**src/rtl/lcd_pkg.sv**
```systemverilog
// Shared constants, FSM encoding and small helpers for the LCD text engine.
// HD44780 command bytes and DDRAM row bases live here so every block agrees on them.
package lcd_pkg;

    localparam logic [7:0] LCD_FUNC_SET  = 8'h38;
    localparam logic [7:0] LCD_DISP_ON   = 8'h0C;
    localparam logic [7:0] LCD_CLEAR     = 8'h01;
    localparam logic [7:0] LCD_ENTRY     = 8'h06;
    localparam logic [7:0] LCD_SET_DDRAM = 8'h80;
    localparam logic [7:0] LCD_SPACE     = 8'h20;

    typedef enum logic [2:0] {
        ST_RST_HOLD,
        ST_INIT,
        ST_SCAN,
        ST_ADDR,
        ST_CHAR,
        ST_WAIT,
        ST_SETTLE
    } state_e;

    function automatic logic [6:0] row_base(input int row);
        case (row)
            0:       return 7'h00;
            1:       return 7'h40;
            2:       return 7'h14;
            default: return 7'h54;
        endcase
    endfunction

    function automatic logic [7:0] init_byte(input logic [1:0] idx);
        case (idx)
            2'd0:    return LCD_FUNC_SET;
            2'd1:    return LCD_DISP_ON;
            2'd2:    return LCD_CLEAR;
            default: return LCD_ENTRY;
        endcase
    endfunction

endpackage

```
**src/rtl/lcd_char_buf.sv**
```systemverilog
// Character buffer with per-entry dirty bits, host write port, space-fill sweep and scan read port.
// A dirty set always beats a same-cycle dirty clear so a racing write is never lost.
module lcd_char_buf
    import lcd_pkg::*;
#(
    parameter int N  = 32,
    parameter int AW = 5
) (
    input  logic          clk_i,
    input  logic          rst_i,
    input  logic          wr_en_i,
    input  logic [AW-1:0] wr_addr_i,
    input  logic [7:0]    wr_data_i,
    input  logic          clr_i,
    input  logic [AW-1:0] rd_addr_i,
    output logic [7:0]    rd_data_o,
    output logic          rd_dirty_o,
    input  logic          dclr_en_i,
    input  logic [AW-1:0] dclr_addr_i,
    output logic          wr_rdy_o,
    output logic          any_dirty_o
);

    logic [7:0]    mem_q [N];
    logic [N-1:0]  dirty_q, dirty_d;
    logic          sweep_q, sweep_d;
    logic [AW-1:0] sptr_q, sptr_d;
    logic          we;
    logic [AW-1:0] waddr;
    logic [7:0]    wdata;
    logic          addr_ok;

    assign addr_ok = ({1'b0, wr_addr_i} < (AW+1)'(N));

    always_comb begin
        sweep_d = sweep_q;
        sptr_d  = sptr_q;
        we      = 1'b0;
        waddr   = wr_addr_i;
        wdata   = wr_data_i;
        if (clr_i) begin
            sweep_d = 1'b1;
            sptr_d  = '0;
        end else if (sweep_q) begin
            we    = 1'b1;
            waddr = sptr_q;
            wdata = LCD_SPACE;
            if (sptr_q == AW'(N - 1)) begin
                sweep_d = 1'b0;
            end else begin
                sptr_d = sptr_q + AW'(1);
            end
        end else if (wr_en_i && addr_ok) begin
            we = 1'b1;
        end
    end

    always_comb begin
        dirty_d = dirty_q;
        if (dclr_en_i) begin
            dirty_d[dclr_addr_i] = 1'b0;
        end
        if (we) begin
            dirty_d[waddr] = 1'b1;
        end
    end

    always_ff @(posedge clk_i) begin
        if (rst_i) begin
            sweep_q <= 1'b1;
            sptr_q  <= '0;
            dirty_q <= '0;
        end else begin
            sweep_q <= sweep_d;
            sptr_q  <= sptr_d;
            dirty_q <= dirty_d;
        end
    end

    always_ff @(posedge clk_i) begin
        if (we) begin
            mem_q[waddr] <= wdata;
        end
    end

    assign rd_data_o   = mem_q[rd_addr_i];
    assign rd_dirty_o  = dirty_q[rd_addr_i];
    assign wr_rdy_o    = !sweep_q;
    assign any_dirty_o = |dirty_q;

endmodule

```
**src/rtl/lcd_controller.sv**
```systemverilog
// Byte-level HD44780 bus sequencer: latches a byte on start, pulses EN, reports done.
// done is a one-cycle strobe six cycles after start is first seen high.
module lcd_controller
    import lcd_pkg::*;
(
    input  logic       iCLK,
    input  logic       iRST,
    input  logic       iSTART,
    input  logic [7:0] iDATA,
    input  logic       iRS,
    output logic       oDONE,
    output logic [7:0] LCD_DATA,
    output logic       LCD_RW,
    output logic       LCD_EN,
    output logic       LCD_RS
);

    logic       busy_q;
    logic [2:0] cnt_q;
    logic [7:0] data_q;
    logic       rs_q;

    always_ff @(posedge iCLK) begin
        if (iRST) begin
            busy_q <= 1'b0;
            cnt_q  <= 3'd0;
        end else if (!busy_q) begin
            busy_q <= iSTART;
            cnt_q  <= 3'd0;
        end else if (cnt_q == 3'd5) begin
            busy_q <= 1'b0;
        end else begin
            cnt_q <= cnt_q + 3'd1;
        end
    end

    always_ff @(posedge iCLK) begin
        if (!busy_q && iSTART) begin
            data_q <= iDATA;
            rs_q   <= iRS;
        end
    end

    // Setup cycle, three EN-high cycles, one hold cycle, then done.
    assign LCD_EN   = busy_q && (cnt_q >= 3'd1) && (cnt_q <= 3'd3);
    assign oDONE    = busy_q && (cnt_q == 3'd5);
    assign LCD_DATA = data_q;
    assign LCD_RS   = rs_q;
    assign LCD_RW   = 1'b0;

endmodule

```
**src/rtl/lcd_text_engine.sv**
```systemverilog
// ROWS x COLS text buffer front-end for an HD44780 panel: runs the init sequence,
// then streams only dirty characters, skipping the DDRAM address command when the cursor already matches.
module lcd_text_engine
    import lcd_pkg::*;
#(
    parameter int COLS          = 16,
    parameter int ROWS          = 2,
    parameter int SETTLE_CYCLES = 262142,
    parameter int DLY_W         = 18,
    localparam int N            = ROWS * COLS,
    localparam int AW           = (N > 1) ? $clog2(N) : 1
) (
    input  logic          iCLK,
    input  logic          iRST,
    input  logic          iWR_EN,
    input  logic [AW-1:0] iWR_ADDR,
    input  logic [7:0]    iWR_DATA,
    input  logic          iCLR,
    output logic          oWR_RDY,
    output logic          oINIT_DONE,
    output logic          oBUSY,
    output logic [7:0]    LCD_DATA,
    output logic          LCD_RW,
    output logic          LCD_EN,
    output logic          LCD_RS
);

    localparam logic [DLY_W-1:0] SETTLE_LAST = DLY_W'(SETTLE_CYCLES - 1);

    state_e        state_q, state_d;
    state_e        ret_q, ret_d;
    logic [DLY_W-1:0] cnt_q, cnt_d;
    logic [1:0]    init_idx_q, init_idx_d;
    logic [AW-1:0] scan_ptr_q, scan_ptr_d;
    logic [AW-1:0] idx_q, idx_d;
    logic [AW-1:0] cursor_q, cursor_d;
    logic          cursor_vld_q, cursor_vld_d;
    logic          init_done_q, init_done_d;
    logic [7:0]    byte_q, byte_d;
    logic          rs_q, rs_d;
    logic [7:0]    chr_q, chr_d;

    logic [7:0]    buf_rd_data;
    logic          buf_rd_dirty;
    logic          buf_any_dirty;
    logic          dclr_en;
    logic          ctl_start;
    logic          ctl_done;
    logic [6:0]    ddram_addr;
    logic          last_col;

    function automatic logic [6:0] ddram_of(input logic [AW-1:0] idx);
        int r;
        int c;
        r = int'(idx) / COLS;
        c = int'(idx) % COLS;
        return row_base(r) + 7'(c);
    endfunction

    assign ddram_addr = ddram_of(idx_q);
    assign last_col   = ((int'(idx_q) % COLS) == (COLS - 1));

    lcd_char_buf #(
        .N  (N),
        .AW (AW)
    ) u_buf (
        .clk_i       (iCLK),
        .rst_i       (iRST),
        .wr_en_i     (iWR_EN),
        .wr_addr_i   (iWR_ADDR),
        .wr_data_i   (iWR_DATA),
        .clr_i       (iCLR),
        .rd_addr_i   (scan_ptr_q),
        .rd_data_o   (buf_rd_data),
        .rd_dirty_o  (buf_rd_dirty),
        .dclr_en_i   (dclr_en),
        .dclr_addr_i (scan_ptr_q),
        .wr_rdy_o    (oWR_RDY),
        .any_dirty_o (buf_any_dirty)
    );

    always_comb begin
        state_d      = state_q;
        ret_d        = ret_q;
        cnt_d        = cnt_q;
        init_idx_d   = init_idx_q;
        scan_ptr_d   = scan_ptr_q;
        idx_d        = idx_q;
        cursor_d     = cursor_q;
        cursor_vld_d = cursor_vld_q;
        init_done_d  = init_done_q;
        byte_d       = byte_q;
        rs_d         = rs_q;
        chr_d        = chr_q;
        dclr_en      = 1'b0;
        case (state_q)
            ST_RST_HOLD: begin
                if (cnt_q == SETTLE_LAST) begin
                    state_d = ST_INIT;
                    cnt_d   = '0;
                end else begin
                    cnt_d = cnt_q + DLY_W'(1);
                end
            end
            ST_INIT: begin
                byte_d     = init_byte(init_idx_q);
                rs_d       = 1'b0;
                state_d    = ST_WAIT;
                init_idx_d = init_idx_q + 2'd1;
                if (init_idx_q == 2'd3) begin
                    ret_d        = ST_SCAN;
                    cursor_vld_d = 1'b0;
                end else begin
                    ret_d = ST_INIT;
                end
            end
            ST_SCAN: begin
                // Dirty bit is dropped at latch time; a later host write re-marks the entry.
                if (buf_rd_dirty) begin
                    idx_d   = scan_ptr_q;
                    chr_d   = buf_rd_data;
                    dclr_en = 1'b1;
                    state_d = ST_ADDR;
                end
                scan_ptr_d = (scan_ptr_q == AW'(N - 1)) ? '0 : scan_ptr_q + AW'(1);
            end
            ST_ADDR: begin
                if (cursor_vld_q && (cursor_q == idx_q)) begin
                    state_d = ST_CHAR;
                end else begin
                    byte_d  = LCD_SET_DDRAM | {1'b0, ddram_addr};
                    rs_d    = 1'b0;
                    ret_d   = ST_CHAR;
                    state_d = ST_WAIT;
                end
            end
            ST_CHAR: begin
                byte_d       = chr_q;
                rs_d         = 1'b1;
                ret_d        = ST_SCAN;
                state_d      = ST_WAIT;
                cursor_d     = idx_q + AW'(1);
                cursor_vld_d = !last_col;
            end
            ST_WAIT: begin
                if (ctl_done) begin
                    state_d = ST_SETTLE;
                    cnt_d   = '0;
                end
            end
            ST_SETTLE: begin
                if (cnt_q == SETTLE_LAST) begin
                    state_d = ret_q;
                    if (ret_q == ST_SCAN) begin
                        init_done_d = 1'b1;
                    end
                end else begin
                    cnt_d = cnt_q + DLY_W'(1);
                end
            end
            default: state_d = ST_RST_HOLD;
        endcase
    end

    always_ff @(posedge iCLK) begin
        if (iRST) begin
            state_q      <= ST_RST_HOLD;
            ret_q        <= ST_INIT;
            cnt_q        <= '0;
            init_idx_q   <= 2'd0;
            scan_ptr_q   <= '0;
            cursor_q     <= '0;
            cursor_vld_q <= 1'b0;
            init_done_q  <= 1'b0;
        end else begin
            state_q      <= state_d;
            ret_q        <= ret_d;
            cnt_q        <= cnt_d;
            init_idx_q   <= init_idx_d;
            scan_ptr_q   <= scan_ptr_d;
            cursor_q     <= cursor_d;
            cursor_vld_q <= cursor_vld_d;
            init_done_q  <= init_done_d;
        end
    end

    always_ff @(posedge iCLK) begin
        idx_q  <= idx_d;
        byte_q <= byte_d;
        rs_q   <= rs_d;
        chr_q  <= chr_d;
    end

    assign ctl_start  = (state_q == ST_WAIT);
    assign oINIT_DONE = init_done_q;
    assign oBUSY      = (state_q != ST_SCAN) | buf_any_dirty;

    lcd_controller u_ctl (
        .iCLK     (iCLK),
        .iRST     (iRST),
        .iSTART   (ctl_start),
        .iDATA    (byte_q),
        .iRS      (rs_q),
        .oDONE    (ctl_done),
        .LCD_DATA (LCD_DATA),
        .LCD_RW   (LCD_RW),
        .LCD_EN   (LCD_EN),
        .LCD_RS   (LCD_RS)
    );

endmodule
```
**config.mk**
```make
export PLATFORM = sky130hd
export DESIGN_NAME = lcd_text_engine
export DESIGN_NICKNAME = d
export VERILOG_FILES = /design/src/rtl/lcd_pkg.sv /design/src/rtl/lcd_char_buf.sv /design/src/rtl/lcd_controller.sv /design/src/rtl/lcd_text_engine.sv
export SDC_FILE = /design/constraint.sdc
export NUM_CORES = 1
export LEC_CHECK = 0
export CAP_MARGIN = 30
export CORE_MARGIN = 2
export CORE_UTILIZATION = 30
export CTS_CLUSTER_SIZE = 28
export DETAILED_ROUTE_END_ITERATION = 6
export PLACE_DENSITY = 0.5
export SLEW_MARGIN = 20
export SYNTH_ARGS = -nofsm -noshare
export SYNTH_HDL_FRONTEND = slang
export SYNTH_SLANG_ARGS = --single-unit
```
**constraint.sdc**
```tcl
create_clock -name iCLK -period 5.5 [get_ports iCLK]
set_clock_uncertainty 0.05 [all_clocks]
set_input_delay 0.825 -clock iCLK [delete_from_list [all_inputs] [get_ports iCLK]]
set_output_delay 0.825 -clock iCLK [all_outputs]
set_load 0.01 [all_outputs]
```
==> results.md <==
- Run status: finished clean
- Clock-pin transition on the worst setup and hold timing paths: 0.06 ns
- # DRC: 0
- Crit Path Max Fanout: 18
- Setup TNS: 0 ns
- EDFF count, synth: 287
- Initial antenna violation count: 0
- Hold_buf cts: 0
- Final min period: 3.96 ns
- CP arrival: 3.09 ns
- Final ANT Viol Nets: 0
- Die H: 233 um
- Fmax: 252 MHz
- GR Overflow Total: 0
- Switching Share: 23.4%
- Final hold violation count: 0
- Tot GR Track Use: 14.7%
- Internal power: 0.00482 W
- Syn Std Cell Area: 15800 um2
- Setup crit end kind: primary output
- Clock sinks: 367
- Static Leak: 5.81 nW
- Power share of the clock group: 42.0%
- Setup CP Type: reg -> out
- Horiz. Die Dim: 233 um
- Relative slew slack: 37.3%
- Area occupied by multi-input gates: 5280 um2
- Flops & latches, synth: 367
- Dpl hpwl: 25000 um
- Part of the cycle the worst path needs: 72.0%
- Yosys cell types: 67
- CTS tree: built
- Core box area: 51600 um2
- Worst skew pair latency: 0.57 ns
- Comb pwr share: 7.5%
- Count leader, synth: edfxtp_1
- Max Slew Vio Count: 0
- # H-tree levels: 2
- Via/cell ratio: 5.07
- Drt total wl: 39000 um
- Synth top cells by count: 287 x edfxtp_1, 100 x nor2_1, 80 x dfxtp_1
- Seq/Total Area, Yosys: 64.9%
- PostCTS Resize Cnt: 0
- Worst slew pin tran: 0.938 ns
- Maxcap violations: 0
- PwrDens: 342 nW/um2
- Clock Tree Root: clkbuf_16
- Mean Syn Cell Area: 14.8 um2
- R2r setup slk: 2.35 ns
- Post-CTS setup buffers: 0
- First-pass DRT Iterations: 5
- Sequential Area: 10200 um2
- Fin nets: 1156
- Share of post-route cells with drive strength above 1: 21.7%
- CTS max path bufs: 3
- Critical Path Source Type: flop
- Top cells by area, synth: edfxtp_1 55%, mux4_2 10%, dfxtp_1 10%
- Worst EP required: 4.62 ns
- Reg power frac: 50.5%
- Starting Density: 30.5%
- First-pass GRT wire length: 59100 um
- Gp weighted congestion: 0.816
- Syn_nets: 1095
- Top-Level Pins: 31
- Sw power: 0.00147 W
- Post-synth top area cell: edfxtp_1
- Async set-or-reset flop fraction in the synthesized netlist: 0%
- CTS buffer count: 41
- Via count: 9289
- Primary FF master, synth: edfxtp_1
- Vias in the first global route: 9334
- Crit-path max cell delay: 0.77 ns
- # diodes: 0
- Setup Viol. Count Final: 0
- Share of the synthesized area in the top cell type: 54.7%
- Core Util, Final: 35.7%
- Worst VDD drop: 0.000183 V
- DR WL/cell: 21.3 um
- Synth-to-layout area growth: 16.8%
- IO buf count: 29
- Starting DRC count in detailed routing: 754
- Hold Crit Class: reg -> reg
- Slowest cell on the critical path: nor3b_1
- Largest net degree at the start of global routing: 65
- CP cell instances: nor3b_1, nand4_1, clkdlybuf4s50_1
- RSZ-0062 raised after global routing: false
- Fill cell count: 4878
- Post-Syn Instances: 1061
- Die ar.: 54400 um2
- Placement row count: 83
- Ys Warns: 0
-- registers in the layout (all words and copies together) (netlist names) --
signal          cells
u_buf.mem_q       256
state_q             3
idx_q               5
u_ctl.busy_q        1
u_ctl.LCD_DATA      8
rs_q                1
oINIT_DONE          1
cursor_vld_q        1
u_buf.dirty_q      32
cursor_q            5
init_idx_q          2
cnt_q              18
u_buf.sptr_q        5
byte_q              8
scan_ptr_q          5
chr_q               8
u_ctl.cnt_q         3
ret_q               3
u_ctl.LCD_RS        1
u_buf.sweep_q       1
-- path summary, 6_finish.rpt --
path,from,to,cells after the start
max,state_q[1],oBUSY,3
min reg2reg,byte_q[4],u_ctl.LCD_DATA[4],0
min,byte_q[4],u_ctl.LCD_DATA[4],0
max reg2reg,scan_ptr_q[0],chr_q[5],5
-- metrics by stage --
step / cells / hold WS [ns] / worst slack (ns) / cell area [um2] / power [W]
2_1_floorplan: 1061 / 0.350 / 2.50 / 15800 / 0.00354
3_3_place_gp: 1750 / 0.351 / 1.72 / 17000 / 0.00368
3_5_place_dp: 1758 / 0.355 / 1.81 / 17100 / 0.00371
4_1_cts: 1830 / 0.368 / 1.57 / 18400 / 0.00637
5_1_grt: 1831 / 0.380 / 1.47 / 18400 / 0.00652
6_report: 1831 / 0.367 / 1.54 / 18400 / 0.00629
-- cells in the final DEF (no fill, tap or decap), drive strengths merged, types with 18 or more instances in the layout --
master	Yosys	layout
nand2	73	73
nor4	44	44
a211oi	38	38
dfxtp	80	80
inv	18	18
o21ai	26	26
edfxtp	287	287
buf	37	54
nor2	100	100
mux4	72	72
clkdlybuf4s50	0	28
a22oi	21	21
clkbuf	27	50
a21oi	37	37
-- routing by layer --
| metal | GRT usage [%] | vias up | routed length [um] |
|---|---|---|---|
| met4 | 5.41 | 0 | 1180 |
| met1 | 20.5 | 4707 | 18100 |
| li1 | - | 4282 | - |
| met5 | 0 | - | 0 |
| met2 | 22.9 | 225 | 17900 |
| met3 | 2.37 | 75 | 1820 |
-- cell families after synthesis --
kind of cell               Yosys count  share of synthesized area [%]
other                                1                         0.0238
muxes                               91                           11.7
xor gates and xnor gates            15                          0.834
AOI/OAI and AO/OA                  168                           7.47
buffers and inverters               83                           2.61
DFF                                367                           64.9
and+or+nand+nor                    319                           11.1
adders and majority gates           17                           1.35
-- final cells by class --
class	instances	share of cell area [%]
Sequential cell	367	55.6
Clock inverter	22	1.07
Multi-Input combinational cell	611	28.7
Tap cell	680	4.62
Timing Repair Buffer	82	3.79
Clock buffer	50	5.87
Inverter	19	0.388
-- power groups by stage --
stage | clock, W | combinational, W | sequential (W)
after floorplan | 0 | 0.000320 | 0.00322
after global placement | 0 | 0.000445 | 0.00324
after detailed placement | 0 | 0.000473 | 0.00324
after CTS | 0.00271 | 0.000476 | 0.00318
after global routing | 0.00281 | 0.000522 | 0.00319
final | 0.00264 | 0.000471 | 0.00318
-- worst max-delay path: cells and delay by family (launching register included) --
kind | cells | cell delay (ns)
buffers and inverters | 1 | 0.60
DFF | 1 | 0.69
and+or+nand+nor | 2 | 1.22
(Power assumes the default switching activity.)
